==> config.mk <==
export PLATFORM = sky130hd
export DESIGN_NAME = minterm_sweeper
export DESIGN_NICKNAME = d
export VERILOG_FILES = /design/src/rtl/sweep_pkg.sv /design/src/rtl/settle_timer.sv /design/src/rtl/minterm_sweeper.sv
export SDC_FILE = /design/constraint.sdc
export NUM_CORES = 1
export LEC_CHECK = 0
export CORE_ASPECT_RATIO = 0.75
export CORE_MARGIN = 8
export CORE_UTILIZATION = 40
export DETAILED_ROUTE_END_ITERATION = 10
export GPL_TIMING_DRIVEN = 0
export SKIP_LAST_GASP = 1
export SYNTH_ARGS = -nofsm -noshare
export SYNTH_HDL_FRONTEND = slang
export SYNTH_SLANG_ARGS = --single-unit
==> constraint.sdc <==
create_clock -name clk -period 3.52 [get_ports clk]
set_clock_uncertainty 0.05 [all_clocks]
set_input_delay 0.704 -clock clk [delete_from_list [all_inputs] [get_ports clk]]
set_output_delay 0.704 -clock clk [all_outputs]
set_load 0.01 [all_outputs]
==> src/rtl/sweep_pkg.sv <==
// Shared types and constants for the minterm sweeper: FSM state encoding,
// vector-space sizing and the default golden truth table.
package sweep_pkg;

    typedef enum logic [1:0] {
        IDLE,
        SETTLE,
        SAMPLE
    } state_e;

    localparam int NUM_VECTORS = 16;
    localparam int IDX_W       = 4;
    localparam int ERR_W       = 5;

    localparam logic [NUM_VECTORS-1:0] DEFAULT_EXPECTED_TT = 16'h3F75;

    // A settle time of zero still needs one hold cycle before sampling.
    function automatic int unsigned eff_settle(input int unsigned cycles);
        return (cycles == 0) ? 1 : cycles;
    endfunction

endpackage

==> src/rtl/settle_timer.sv <==
// Settle-time counter: counts clocks while enabled and flags the last settle
// cycle so the sweeper can move to sampling on the following edge.
module settle_timer
    import sweep_pkg::*;
#(
    parameter int unsigned SETTLE_CYCLES = 6
) (
    input  logic clk,
    input  logic rst,
    input  logic clr,
    output logic expire
);

    localparam int unsigned EFF_CYCLES = eff_settle(SETTLE_CYCLES);
    localparam int          CNT_W      = (EFF_CYCLES > 1) ? $clog2(EFF_CYCLES) : 1;

    logic [CNT_W-1:0] cnt_q;
    logic [CNT_W-1:0] cnt_d;

    assign expire = (cnt_q == CNT_W'(EFF_CYCLES - 1));

    // NOTE: cnt_d gets a default before any condition so no path leaves it unassigned (no latch).
    always_comb begin
        cnt_d = cnt_q + CNT_W'(1);
        if (clr || expire) begin
            cnt_d = '0;
        end
    end

    always_ff @(posedge clk) begin
        if (rst) begin
            cnt_q <= '0;
        end else begin
            cnt_q <= cnt_d;
        end
    end

endmodule

==> src/rtl/minterm_sweeper.sv <==
// Drives all 16 {A,B,C,D} vectors to a 4-input function block, waits a settle
// time per vector, and captures F into a truth table. Define MISMATCH_CHECK_EN
// to add the golden-table comparison (mismatch, err_cnt, EXPECTED_TT).
module minterm_sweeper
    import sweep_pkg::*;
#(
    parameter int unsigned SETTLE_CYCLES = 6
`ifdef MISMATCH_CHECK_EN
    ,
    parameter logic [NUM_VECTORS-1:0] EXPECTED_TT = DEFAULT_EXPECTED_TT
`endif
) (
    input  logic                   clk,
    input  logic                   rst,
    input  logic                   start,
    output logic                   a,
    output logic                   b,
    output logic                   c,
    output logic                   d,
    input  logic                   f_in,
    output logic                   busy,
    output logic                   done,
    output logic [NUM_VECTORS-1:0] truth_tab
`ifdef MISMATCH_CHECK_EN
    ,
    output logic                   mismatch,
    output logic [ERR_W-1:0]       err_cnt
`endif
);

    state_e                 state_q;
    logic [IDX_W-1:0]       idx_q;
    logic                   busy_q;
    logic                   done_q;
    logic [NUM_VECTORS-1:0] tt_q;

    logic accept;
    logic last_vec;
    logic settle_done;

    assign accept   = (state_q == IDLE) && start;
    assign last_vec = (idx_q == IDX_W'(NUM_VECTORS - 1));

    settle_timer #(
        .SETTLE_CYCLES(SETTLE_CYCLES)
    ) u_settle_timer (
        .clk    (clk),
        .rst    (rst),
        .clr    (state_q != SETTLE),
        .expire (settle_done)
    );

    // The vector index is itself the registered drive to the function block.
    always_ff @(posedge clk) begin
        if (rst) begin
            state_q <= IDLE;
            idx_q   <= '0;
            busy_q  <= 1'b0;
            done_q  <= 1'b0;
            tt_q    <= '0;
        end else begin
            // NOTE: done_q defaults low each edge; the later <= in SAMPLE wins, so done is a one-cycle pulse.
            done_q <= 1'b0;
            unique case (state_q)
                IDLE: begin
                    if (accept) begin
                        idx_q   <= '0;
                        tt_q    <= '0;
                        busy_q  <= 1'b1;
                        state_q <= SETTLE;
                    end
                end
                SETTLE: begin
                    if (settle_done) begin
                        state_q <= SAMPLE;
                    end
                end
                SAMPLE: begin
                    tt_q[idx_q] <= f_in;
                    if (last_vec) begin
                        busy_q  <= 1'b0;
                        done_q  <= 1'b1;
                        state_q <= IDLE;
                    end else begin
                        idx_q   <= idx_q + IDX_W'(1);
                        state_q <= SETTLE;
                    end
                end
                default: state_q <= IDLE;
            endcase
        end
    end

    assign {a, b, c, d} = idx_q;
    assign busy         = busy_q;
    assign done         = done_q;
    assign truth_tab    = tt_q;

`ifdef MISMATCH_CHECK_EN
    logic                   err_hit;
    logic [ERR_W-1:0]       err_cnt_q;
    logic [ERR_W-1:0]       err_sum;
    logic                   mismatch_q;

    // err_sum includes the vector being sampled so mismatch sees the final count.
    assign err_hit = (state_q == SAMPLE) && (f_in != EXPECTED_TT[idx_q]);
    assign err_sum = err_cnt_q + ERR_W'(err_hit);

    always_ff @(posedge clk) begin
        if (rst) begin
            err_cnt_q  <= '0;
            mismatch_q <= 1'b0;
        end else if (accept) begin
            err_cnt_q  <= '0;
            mismatch_q <= 1'b0;
        end else if (state_q == SAMPLE) begin
            err_cnt_q <= err_sum;
            if (last_vec) begin
                mismatch_q <= (err_sum != '0);
            end
        end
    end

    assign err_cnt  = err_cnt_q;
    assign mismatch = mismatch_q;
`endif

endmodule

; ---- Word level (Yosys, flattened, before mapping)
; Index checks and enable logic that the tools add are counted.
; W data, S select, Z words.
[totals]
ff_bits = 27
inputBits = 4
elab_cells = 47
[op_classes]
addsub = 2
order_cmp = 2
eq_ne = 9
mux = 16
bitwise = 1
reduce_logical = 11
[ops]
columns = op, n
row1 = $pmux W16 S2, 1
row2 = $bwmux W16, 1
row3 = $mux W16, 1
row4 = $mux W4, 2
row5 = $pmux W4 S2, 1
row6 = $ne A2 B2 Y1 const B, 3
row7 = $pmux W2 S3, 1
row8 = $reduce_and A3 Y1, 2
row9 = $lt A4 B5 Y1 const B, 1
row10 = $mux W1, 5
row11 = $add A4 B1 Y4 const B, 1
row12 = $demux W1 S4, 1
row13 = $eq A4 B4 Y1 const B, 1
row14 = $ge A4 B1 Y1 const B, 1
row15 = $mux W2, 2
row16 = $ne A2 B1 Y1 const B, 2
row17 = $reduce_and A2 Y1, 2
row18 = $reduce_or A2 Y1, 2
row19 = $add A3 B1 Y3 const B, 1
row20 = $eq A3 B3 Y1 const B, 1
row21 = $eq A2 B1 Y1 const B, 1
row22 = $eq A2 B2 Y1 const B, 1
row23 = $logic_and A1 B1 Y1, 2
row24 = $logic_not A2 Y1, 1
row25 = other kinds (4), 4

; ---- Depth between registers and ports, before layout
[logic_depth]
ltp_word = 6
ltp_mapped = 5

; ---- Cells and area by module
; A second synthesis with hierarchy kept.
[hier_totals]
cells_unflattened = 145
area_unflattened_um2 = 1428.9
[by_module_without_submodules]
columns = module, instances, cells_per_inst, area_per_inst_um2, seq_area_each_um2
row1 = minterm_sweeper, 1, 132, 1290.0, 480.5
row2 = settle_timer, 1, 13, 138.9, 60.1

; ---- Least setup slack after synthesis
; Ideal clock, no wire load.
[synth_timing]
kind = register -> register
from = reg idx_q[1]
to = reg tt_q[12] (netlist: truth_tab[12])
setup_time_ns = 0.116
t_arrival_ns = 1.372
required_time_ns = 3.354
setup_slack_ns = 1.981
stages_incl_launch_ff = 6
n_path_buf = 0
path_cell_list = dfxtp_1 > inv_1 > ha_1 > and4bb_2 > a22o_1 > a31o_2
[synth_between]
elab_chain_cells = 6
word_cells_on_any_way = 7
[synth_lines]
columns = item, line
row1 = start: declaration, minterm_sweeper.sv:32  ; logic [IDX_W-1:0] idx_q;
row2 = start signal: assignment, minterm_sweeper.sv:85  ; idx_q <= idx_q + IDX_W'(1);
row3 = $lt A4 B5 Y1 (implied by the code) or $ge A4 B1 Y1 (tied branches), minterm_sweeper.sv:79  ; tt_q[idx_q] <= f_in;
row4 = $logic_and A1 B1 Y1 (implied by the code), minterm_sweeper.sv:79
row5 = $mux W1 (implied by the code), minterm_sweeper.sv:79
row6 = $demux W1 S4 *, minterm_sweeper.sv:79
row7 = $bwmux W16 *, minterm_sweeper.sv:79
row8 = $pmux W16 S2 *, minterm_sweeper.sv:64  ; unique case (state_q)
row9 = end signal: indexed assignment, minterm_sweeper.sv:79
row10 = end: declaration, minterm_sweeper.sv:35  ; logic [NUM_VECTORS-1:0] tt_q;
; Every way passes the cells marked *; elsewhere a longest branch is shown, timed or not.
; A chain may end at the register's enable or synchronous reset.

; ---- Worst setup path after layout
[layout_timing]
from = reg idx_q[0]
to = out d
[layout_lines]
columns = item, line
row1 = end: declaration, minterm_sweeper.sv:19  ; output logic d,
; No word-level cell between the ends.

==> impl_metrics.env <==
export IMPL_grt_max_degree=15
export IMPL_yosys_top_cells_count="dfxtp_1, nand2_1, a22o_1, a31o_2"
export IMPL_pwr_share_clk_pct=33.9
export IMPL_syn_instance_count=144
export IMPL_place_congestion=0.818
export IMPL_die_w_um=83.4
export IMPL_yosysTopAreaCellShare_pct=39.6
export IMPL_sw_frac_of_total_pct=22.5
export IMPL_synthTopCellsByArea="dfxtp_1, a22o_1, a31o_2"
export IMPL_cts_tree="yes"
export IMPL_intPower_uw=404
export IMPL_cts_setup_buffers=0
export IMPL_cts_hold_buf=0
export IMPL_p_leak_nw=0.653
export IMPL_via_per_inst=5.56
export IMPL_setup_viol=0
export IMPL_synth_cell_area_mm2=0.00136
export IMPL_synth_most_common_cell="dfxtp_1"
export IMPL_crit_chain="clkdlybuf4s50_1"
export IMPL_r2r_end="truth_tab[1]"
export IMPL_antenna_found_initial=0
export IMPL_rsz0062_at_grt="no"
export IMPL_cts_sinks=27
export IMPL_die_h_um=66.6
export IMPL_max_stage_delay_ps=580
export IMPL_crit_fanout=7
export IMPL_power_density_mw_per_mm2=305
export IMPL_holdPathStages=1
export IMPL_relSlewSlack_pct=68.2
export IMPL_grt_pass1_vias=1121
export IMPL_htreeDepth=1
export IMPL_min_period_ps=2060
export IMPL_tns_ps=0
export IMPL_fmax_ghz=0.485
export IMPL_dp_cells=209
export IMPL_syn_num_nets=154
export IMPL_grt_total_usage_pct=11.9
export IMPL_io_pins=26
export IMPL_synthArstFlopShare_pct=0
export IMPL_yosysSeqAreaShare_pct=39.6
export IMPL_reg2reg_slack_ps=1840
export IMPL_num_antenna_cells=0
export IMPL_firstDrtPassIters=4
export IMPL_ant_nets=0
export IMPL_synth_largest_area_cell="dfxtp_1"
export IMPL_cp_top_family="buffers and inverters"
export IMPL_hold_path_class="reg -> reg"
export IMPL_row_count=18
export IMPL_fillers=307
export IMPL_min_from="u_settle_timer.cnt_q[0]"
export IMPL_overflow=0
export IMPL_drv_slew=0
export IMPL_hold_violations=0
export IMPL_path_buf_inv=1
export IMPL_timing_rr_start="idx_q[1]"
export IMPL_timing_setup_critical_path_class="reg -> out"
export IMPL_cp_end_kind="primary output"
export IMPL_drive_gt1_share_pct=16.2
export IMPL_post_cts_resized=0
export IMPL_port_buffers=25
export IMPL_syn_area_per_cell_um2=9.47
export IMPL_wl_per_cell_um=15.3
export IMPL_p_switching_uw=117
export IMPL_synth_cell_types=40
export IMPL_hold_end="u_settle_timer.cnt_q[0]"
export IMPL_clk_pin_slew_ps=90
export IMPL_insertion_delay_ps=270
export IMPL_power_share_sequential_pct=59.6
export IMPL_reg2reg_depth=5
export IMPL_areaGrowthSynthToFinish_pct=25.3
export IMPL_ys_seq_elements=27
export IMPL_status="finished clean"
export IMPL_cts_root_buf="clkbuf_8"
export IMPL_drv_cap=0
export IMPL_synth_edf_count=0
export IMPL_core_mm2=0.00327
export IMPL_crit_slowest_cell="clkdlybuf4s50_1"
export IMPL_max_slew_worst_pin_slew_ps=475
export IMPL_instances_no_fill=213
export IMPL_finalCritPeriodShare_pct=58.6
export IMPL_numCtsBuffers=3
export IMPL_num_nets_final=184
export IMPL_grt_pass1_wl_mm=5.51
export IMPL_cp_data_arrival_time_ps=1310
export IMPL_routed_wl_mm=3.26
export IMPL_drtIter0Drc=127
export IMPL_multi_input_area_um2=736
export IMPL_peakVddDrop_mv=0.180
export IMPL_cts_max_path_buffers=2
export IMPL_drc=0
export IMPL_initial_core_util_pct=41.8
export IMPL_synth_main_ff_cell="dfxtp_1"
export IMPL_die_area_mm2=0.00555
export IMPL_yosysWarnings=0
export IMPL_register_area_um2=541
export IMPL_dp_hpwl_mm=2.49
export IMPL_startpoint_type="register"
export IMPL_num_vias=1184
export IMPL_critPathRequiredTime_ps=2770
export IMPL_p_comb_share_pct=6.5
## logic make-up after synthesis
group | count (synthesis) | synth area share (%)
buf+inv | 16 | 6.42
simple gates | 47 | 20.6
compound gates | 46 | 26.4
flops | 27 | 39.6
fa+ha+maj | 6 | 5.50
mux | 2 | 1.47
## layout by cell type (no fill, tap or decap), drive strengths merged, types with 5 or more instances in the layout
cell and count:
nand2 16, nor2 5, dfxtp 27, o21ai 6, a21oi 5, buf 8, a31o 14, nand3 5
inv 6, a22o 14, clkbuf 6, clkdlybuf4s50 25, ha 6
## final cells by class
cell class | count | share of cell area [%]
Sequential cell | 27 | 31.6
Timing Repair Buffer | 25 | 14.6
Tap cell | 40 | 2.93
Buffer | 10 | 3.66
Inverter | 6 | 1.46
Clock buffer | 4 | 2.64
Multi-Input combinational cell | 101 | 43.0
## power by group through the flow
stage | sequential, mW | combinational, mW | clock, mW
after global placement | 0.318 | 0.0338 | 0
final | 0.310 | 0.0338 | 0.177
after detailed placement | 0.318 | 0.0337 | 0
after floorplan | 0.317 | 0.0207 | 0
after global routing | 0.311 | 0.0376 | 0.196
after CTS | 0.311 | 0.0338 | 0.184
## per-layer routing
metal	vias up	global-route usage [%]	share of wire, %
met4	0	2.58	0.46
met1	561	15.6	48
met2	34	18.1	44
li1	587	-	-
met3	2	4.63	7.8
met5	-	0	0
## worst max-delay path by stage
stage,start,to,slack (ps),depth (start not counted)
finish,idx_q[0],d,1460,1
global route,idx_q[1],c,1400,1
detailed placement,rst,truth_tab[3],1250,5
floorplan,idx_q[1],truth_tab[12],1980,5
global placement,rst,truth_tab[3],1260,5
CTS,idx_q[0],d,1450,1
## through the flow
| stage | hold slack (ps) | util [%] | setup slack (ps) | instance area [um^2] | total power, mW |
|---|---|---|---|---|---|
| 6_report | 411 | 52.3 | 1460 | 1710 | 0.521 |
| 5_1_grt | 445 | 52.3 | 1400 | 1710 | 0.545 |
| 3_3_place_gp | 386 | 51.0 | 1260 | 1660 | 0.351 |
| 3_5_place_dp | 397 | 51.0 | 1250 | 1660 | 0.351 |
| 2_1_floorplan | 371 | - | 1980 | 1360 | 0.338 |
| 4_1_cts | 419 | 52.3 | 1450 | 1710 | 0.528 |
## registers in the layout (all words and copies together) (netlist names)
| register | count |
|---|---|
| truth_tab | 16 |
| idx_q | 4 |
| u_settle_timer.cnt_q | 3 |
| state_q | 2 |
| busy | 1 |
| done | 1 |
(Power assumes the default switching activity.)
